`src/rtl/trace_pkg.sv`:
```
// Shared types and record-format constants for the commit-trace UART transmitter.
// TRACE_SYNC_EN prefixes each record with SYNC_BYTE, making records 9 bytes long.
package trace_pkg;

    typedef enum logic [1:0] {
        IDLE  = 2'd0,
        START = 2'd1,
        DATA  = 2'd2,
        STOP  = 2'd3
    } tx_state_e;

`ifdef TRACE_SYNC_EN
    localparam int RECORD_BYTES = 9;
    localparam int BYTE_IDX_W   = 4;
`else
    localparam int RECORD_BYTES = 8;
    localparam int BYTE_IDX_W   = 3;
`endif

    localparam logic [7:0] SYNC_BYTE = 8'hA5;

endpackage

```
`src/rtl/trace_fifo.sv`:
```
// Record queue: 64-bit synchronous FIFO, write visible to the reader one edge later.
// Pushes while full are silently dropped; full is judged on the registered count only.
module trace_fifo #(
    parameter int DEPTH = 16,
    parameter int WIDTH = 64
) (
    input  logic             clk,
    input  logic             reset,
    input  logic             push,
    input  logic [WIDTH-1:0] push_dat,
    input  logic             pop,
    output logic [WIDTH-1:0] pop_dat,
    output logic             full,
    output logic             empty
);

    localparam int PTR_W = $clog2(DEPTH);
    localparam int CNT_W = PTR_W + 1;
    localparam logic [CNT_W-1:0] DEPTH_C = CNT_W'(DEPTH);

    logic [WIDTH-1:0] mem_q [DEPTH];
    logic [PTR_W-1:0] wr_ptr_q, wr_ptr_d;
    logic [PTR_W-1:0] rd_ptr_q, rd_ptr_d;
    logic [CNT_W-1:0] count_q, count_d;
    logic             do_push;
    logic             do_pop;

    always_comb begin
        full     = (count_q == DEPTH_C);
        empty    = (count_q == '0);
        do_push  = push && !full;
        do_pop   = pop && !empty;
        wr_ptr_d = wr_ptr_q;
        rd_ptr_d = rd_ptr_q;
        count_d  = count_q;
        // Pointers wrap for free because DEPTH is a power of two.
        if (do_push) wr_ptr_d = wr_ptr_q + 1'b1;
        if (do_pop)  rd_ptr_d = rd_ptr_q + 1'b1;
        if (do_push && !do_pop)      count_d = count_q + 1'b1;
        else if (do_pop && !do_push) count_d = count_q - 1'b1;
        pop_dat = mem_q[rd_ptr_q];
    end

    always_ff @(posedge clk) begin
        if (reset) begin
            wr_ptr_q <= '0;
            rd_ptr_q <= '0;
            count_q  <= '0;
        end else begin
            wr_ptr_q <= wr_ptr_d;
            rd_ptr_q <= rd_ptr_d;
            count_q  <= count_d;
        end
    end

    always_ff @(posedge clk) begin
        if (do_push) mem_q[wr_ptr_q] <= push_dat;
    end

endmodule

```
`src/rtl/trace_uart_tx.sv`:
```
// Commit-trace serializer: queues {pc,inst} records and sends them as 8N1 bytes, big-endian.
// tx lags the FSM state by one register; never stalls the core, drops on full (TRACE_SYNC_EN adds 0xA5 sync byte).
module trace_uart_tx #(
    parameter int CLK_DIV = 100,
    parameter int DEPTH   = 16
) (
    input  logic        clk,
    input  logic        reset,
    input  logic        trace_valid,
    input  logic [31:0] pc,
    input  logic [31:0] inst,
    output logic        tx,
    output logic        busy,
    output logic        trace_overflow
);

    import trace_pkg::*;

    localparam int DIV_W = $clog2(CLK_DIV);
    localparam logic [DIV_W-1:0]      DIV_LAST  = DIV_W'(CLK_DIV - 1);
    localparam logic [BYTE_IDX_W-1:0] BYTE_LAST = BYTE_IDX_W'(RECORD_BYTES - 1);

    tx_state_e             state_q, state_d;
    logic [DIV_W-1:0]      div_cnt_q, div_cnt_d;
    logic [2:0]            bit_idx_q, bit_idx_d;
    logic [BYTE_IDX_W-1:0] byte_idx_q, byte_idx_d;
    logic [63:0]           shreg_q, shreg_d;
    logic                  tx_q, tx_d;
    logic                  ovf_q, ovf_d;

    logic                  fifo_pop;
    logic [63:0]           fifo_dat;
    logic                  fifo_full;
    logic                  fifo_empty;
    logic                  bit_end;
    logic                  shift_en;
    logic [7:0]            cur_byte;

    trace_fifo #(
        .DEPTH (DEPTH),
        .WIDTH (64)
    ) u_fifo (
        .clk      (clk),
        .reset    (reset),
        .push     (trace_valid),
        .push_dat ({pc, inst}),
        .pop      (fifo_pop),
        .pop_dat  (fifo_dat),
        .full     (fifo_full),
        .empty    (fifo_empty)
    );

    always_comb begin
`ifdef TRACE_SYNC_EN
        // Byte 0 is the sync byte; the record itself only starts moving after it.
        cur_byte = (byte_idx_q == '0) ? SYNC_BYTE : shreg_q[63:56];
        shift_en = (byte_idx_q != '0);
`else
        cur_byte = shreg_q[63:56];
        shift_en = 1'b1;
`endif
    end

    always_comb begin
        state_d    = state_q;
        div_cnt_d  = div_cnt_q;
        bit_idx_d  = bit_idx_q;
        byte_idx_d = byte_idx_q;
        shreg_d    = shreg_q;
        fifo_pop   = 1'b0;
        tx_d       = 1'b1;
        bit_end    = (div_cnt_q == DIV_LAST);
        ovf_d      = ovf_q | (trace_valid & fifo_full);

        if (state_q != IDLE) begin
            div_cnt_d = bit_end ? '0 : div_cnt_q + 1'b1;
        end

        case (state_q)
            IDLE: begin
                if (!fifo_empty) begin
                    fifo_pop   = 1'b1;
                    shreg_d    = fifo_dat;
                    byte_idx_d = '0;
                    bit_idx_d  = '0;
                    div_cnt_d  = '0;
                    state_d    = START;
                end
            end
            START: begin
                tx_d = 1'b0;
                if (bit_end) begin
                    bit_idx_d = '0;
                    state_d   = DATA;
                end
            end
            DATA: begin
                tx_d = cur_byte[bit_idx_q];
                if (bit_end) begin
                    if (bit_idx_q == 3'd7) state_d = STOP;
                    else                   bit_idx_d = bit_idx_q + 1'b1;
                end
            end
            STOP: begin
                if (bit_end) begin
                    if (byte_idx_q == BYTE_LAST) begin
                        state_d = IDLE;
                    end else begin
                        byte_idx_d = byte_idx_q + 1'b1;
                        if (shift_en) shreg_d = {shreg_q[55:0], 8'h00};
                        state_d = START;
                    end
                end
            end
            default: state_d = IDLE;
        endcase
    end

    always_ff @(posedge clk) begin
        if (reset) begin
            state_q    <= IDLE;
            div_cnt_q  <= '0;
            bit_idx_q  <= '0;
            byte_idx_q <= '0;
            shreg_q    <= '0;
            tx_q       <= 1'b1;
            ovf_q      <= 1'b0;
        end else begin
            state_q    <= state_d;
            div_cnt_q  <= div_cnt_d;
            bit_idx_q  <= bit_idx_d;
            byte_idx_q <= byte_idx_d;
            shreg_q    <= shreg_d;
            tx_q       <= tx_d;
            ovf_q      <= ovf_d;
        end
    end

    assign tx             = tx_q;
    assign trace_overflow = ovf_q;
    assign busy           = (state_q != IDLE) || !fifo_empty;

endmodule

```
`config.mk`:
```
export PLATFORM = sky130hd
export DESIGN_NAME = trace_uart_tx
export DESIGN_NICKNAME = d
export VERILOG_FILES = /design/src/rtl/trace_pkg.sv /design/src/rtl/trace_fifo.sv /design/src/rtl/trace_uart_tx.sv
export SDC_FILE = /design/constraint.sdc
export NUM_CORES = 1
export LEC_CHECK = 0
export BUFFER_PORTS_ARGS = -buffer_cell sky130_fd_sc_hd__buf_2
export CAP_MARGIN = 30
export CORE_UTILIZATION = 45
export DETAILED_ROUTE_END_ITERATION = 16
export PLACE_DENSITY = 0.59
export SYNTH_ARGS = -nofsm -noshare
export SYNTH_HDL_FRONTEND = slang
export SYNTH_HIERARCHICAL = 1
export SYNTH_SLANG_ARGS = --single-unit
```
`constraint.sdc`:
```
create_clock -name clk -period 17.6 [get_ports clk]
set_clock_uncertainty 0.05 [all_clocks]
set_input_delay 0.88 -clock clk [delete_from_list [all_inputs] [get_ports clk]]
set_output_delay 0.88 -clock clk [all_outputs]
set_load 0.01 [all_outputs]
```
==> metrics.md <==
| Metric | Value |
|---|---|
| Nets | about 2,300 |
| Inserted Clock Buffers | ~110 |
| PostCTS Resize Cnt | 0 |
| H-tree lvl count | 3 |
| Gpl congestion | approximately 0.74 |
| Placed wire-length estimate | between 50,000 and 60,000 um |
| Worst-path clk slew | around 60 ps |
| Die width | 312 um |
| DRT antenna net count | 0 |
| Largest net degree at the start of global routing | between 150 and 200 |
| Setup TNS | 0 ps |
| Die Span Y | a little over 300 um |
| Core Region | approximately 95,000 um^2 |
| R2R Path End | shreg_q[34] |
| Most frequent cells in the layout | 1,024 x edfxtp_1, 258 x mux4_2, 129 x a22oi_1 |
| Fill count | between 7,000 and 8,000 |
| Post-synth EDFFs | 1,024 |
| Die area | about 97,000 um^2 |
| Final Slew Violations | 0 |
| Primary FF master, synth | edfxtp_1 |
| FF-to-FF setup slack | about 14,000 ps |
| Starting Density | 45.4% |
| Gr ovfl total | 0 |
| Synthesized area | approximately 43,000 um^2 |
| WL/cell | a little under 30 um |
| Total Wirelength | 104,000 um |
| Number of max-cap violations | 0 |
| CP Capture Type | primary output |
| Via count | between 20,000 and 25,000 |
| Critical path arrival | about 3000 ps |
| Vias in the first global route | about 22,000 |
| Sink Count | around 1,100 |
| Hold Startpoint | trace_overflow |
| Clock Latency Late Sink | about 670 ps |
| Syn Area/Cell | between 20 and 25 um^2 |
| CTS Root Cell | clkbuf_16 |
| Fmax | between 200 and 300 MHz |
| Io pins | 70 |
| Fin crit period | a little under 4000 ps |
| Post-CTS Repair Setup Buffers | 0 |
| Clock Path Buffers | 3 |
| Status | finished clean |
| Hold WC Path Type | flip-flop to flip-flop |
| Maximum vdd drop | approximately 0.084 mV |
| Fraction of the yosys area taken by sequential cells | between 70% and 80% |
| GRT Util Overall | between 20% and 30% |
| Most common library cell in the layout ignoring fill and taps | edfxtp_1 |
| Setup Crit Path Kind | flip-flop to primary output |
| Drt initial violations | around 2,100 |
| Pwr Density | 140 nW/um^2 |
| Final Hold Vio Count | 0 |
| Mapped Nets | between 2,000 and 2,500 |
| Layout cells sized above 1 | about a quarter |
| Placed insts | about 3,300 |
| Antenna violations before repair | 12 |
| Final period utilization | between 20% and 30% |
| Min-Delay Endpoint | trace_overflow |
| Mapped Cells | a little over 2,000 |
| Tot Pwr | around 6.8 mW |
| CTS tree | done |
| Hold-fix buffers, CTS | 0 |
| Hold path depth | 2 |
| RSZ-0062 raised after global routing | false |
| FFs w/ async S/R, synth | 0% |
| DRC viols | 0 |
| DR vias/cell | around 6.0 |
| Final Setup Violations | 0 |
| Detailed Routing Iterations Pass 1 | 7 |
| Worst Path Required | 16,670 ps |
| Leak | ~15 nW |
| Synth cell types | between 50 and 60 |
| Area grow syn2layout | 13.0% |
| Seq cells post-synth | roughly 1,100 |
| Post-Layout Cell Count | 3,532 |
| Global-route wire length before repair | about 150,000 um |
| Tightest Pin Transition | 1010 ps |
| Reg2Reg Depth | 7 |
| Yosys warning count | 6 |
| PortBufs | just under 70 |
| Fin util | 51.2% |
| Max FO, Critical Path | 17 |
| Max_slew headroom | between 30% and 40% |
| CP Launch Type | flip-flop |
| Site Rows | around 110 |
critical path, stage by stage, from the launching register on:
cell     delay, ps
dfxtp_1        350
or4_4          630
nor2_1         140
and2_1         610
inv_2          310
buf_2          260
how the worst max path moves through the flow:
stage | to | start | cells after the start | slack (ps)
after floorplan | u_fifo/mem_q[0][0] | trace_valid | 4 | 11430
after global placement | shreg_q[13] | flip-flop | 7 | 13660
after detailed placement | shreg_q[13] | flip-flop | 7 | 13670
after CTS | busy | u_fifo/count_q[0] | 5 | 13640
after global routing | shreg_q[34] | flip-flop | 7 | 13480
final | busy | u_fifo/count_q[0] | 5 | 13690
sequential cells by signal, summed over array words and instances (netlist names), named ones only:
| name | count |
|---|---|
| u_fifo/mem_q | 1024 |
| shreg_q | 64 |
| div_cnt_q | 7 |
| u_fifo/count_q | 5 |
| u_fifo/rd_ptr_q | 4 |
| u_fifo/wr_ptr_q | 4 |
| bit_idx_q | 3 |
| byte_idx_q | 3 |
| state_q | 2 |
| trace_overflow | 1 |
| tx | 1 |
cells in the mapped netlist (all sizes together), types with 3 or more instances:
cell type / n / share of area [%]
a211oi: 61 / 1.3
a21oi: 69 / 0.80
a22o: 8 / 0.16
a22oi: 129 / 2.2
a31oi: 3 / 0.044
and2: 3 / 0.044
buf: 60 / 0.97
clkbuf: 70 / 0.61
dfxtp: 98 / 4.6
edfxtp: 1024 / 71
ha: 18 / 0.52
inv: 9 / 0.078
mux2i: 61 / 1.4
mux4: 258 / 13
nand2: 75 / 0.65
nand2b: 7 / 0.10
nand3: 4 / 0.046
nor2: 43 / 0.37
nor2b: 8 / 0.12
nor3: 7 / 0.11
o211ai: 4 / 0.081
o21ai: 7 / 0.090
or3: 3 / 0.044
xnor2: 3 / 0.061
xor2: 8 / 0.16
kinds of logic (layout without fill, tap and decap cells):
group,after synthesis,count (layout),synth area share (%)
adders and majority gates,19,19,0.569
and+or+nand+nor,162,162,1.74
buffers and inverters,139,334,1.66
xor gates and xnor gates,11,11,0.224
AOI/OAI and AO/OA,295,295,4.98
muxes,321,321,14.9
DFF,1122,1122,75.9
other,0,3,0
through the flow:
stage	hold slack, ps	instance area (um^2)	setup slack [ps]
after floorplan	392	43100	11430
after global placement	402	44900	13660
after detailed placement	410	44900	13670
after CTS	418	48700	13640
after global routing	443	48700	13480
final	420	48700	13690
report_power, final:
part | internal [mW] | switching [mW] | total (mW)
sequential | 3.05 | 0.0963 | 3.14
combinational | 0.548 | 0.724 | 1.27
clock | 1.44 | 0.981 | 2.42
total | 5.03 | 1.80 | 6.83
per-layer routing:
metal	share of wire (%)	GRT usage, %
met1	42	30.2
met2	49	35.8
met3	7.2	4.12
met4	1.8	5.18
met5	0.098	0
cell type report:
class                           count  area (um^2)  area share (%)
Sequential cell                  1122        32700            67.2
Inverter                            9         33.8          0.0694
Timing Repair Buffer              116          751            1.54
Tap cell                         1265         1580            3.25
Antenna cell                        3         7.51          0.0154
Clock buffer                      137         2990            6.14
Clock inverter                     72          769            1.58
Multi-Input combinational cell    808         9840            20.2
No activity file was read; power rests on OpenSTA's default activity.
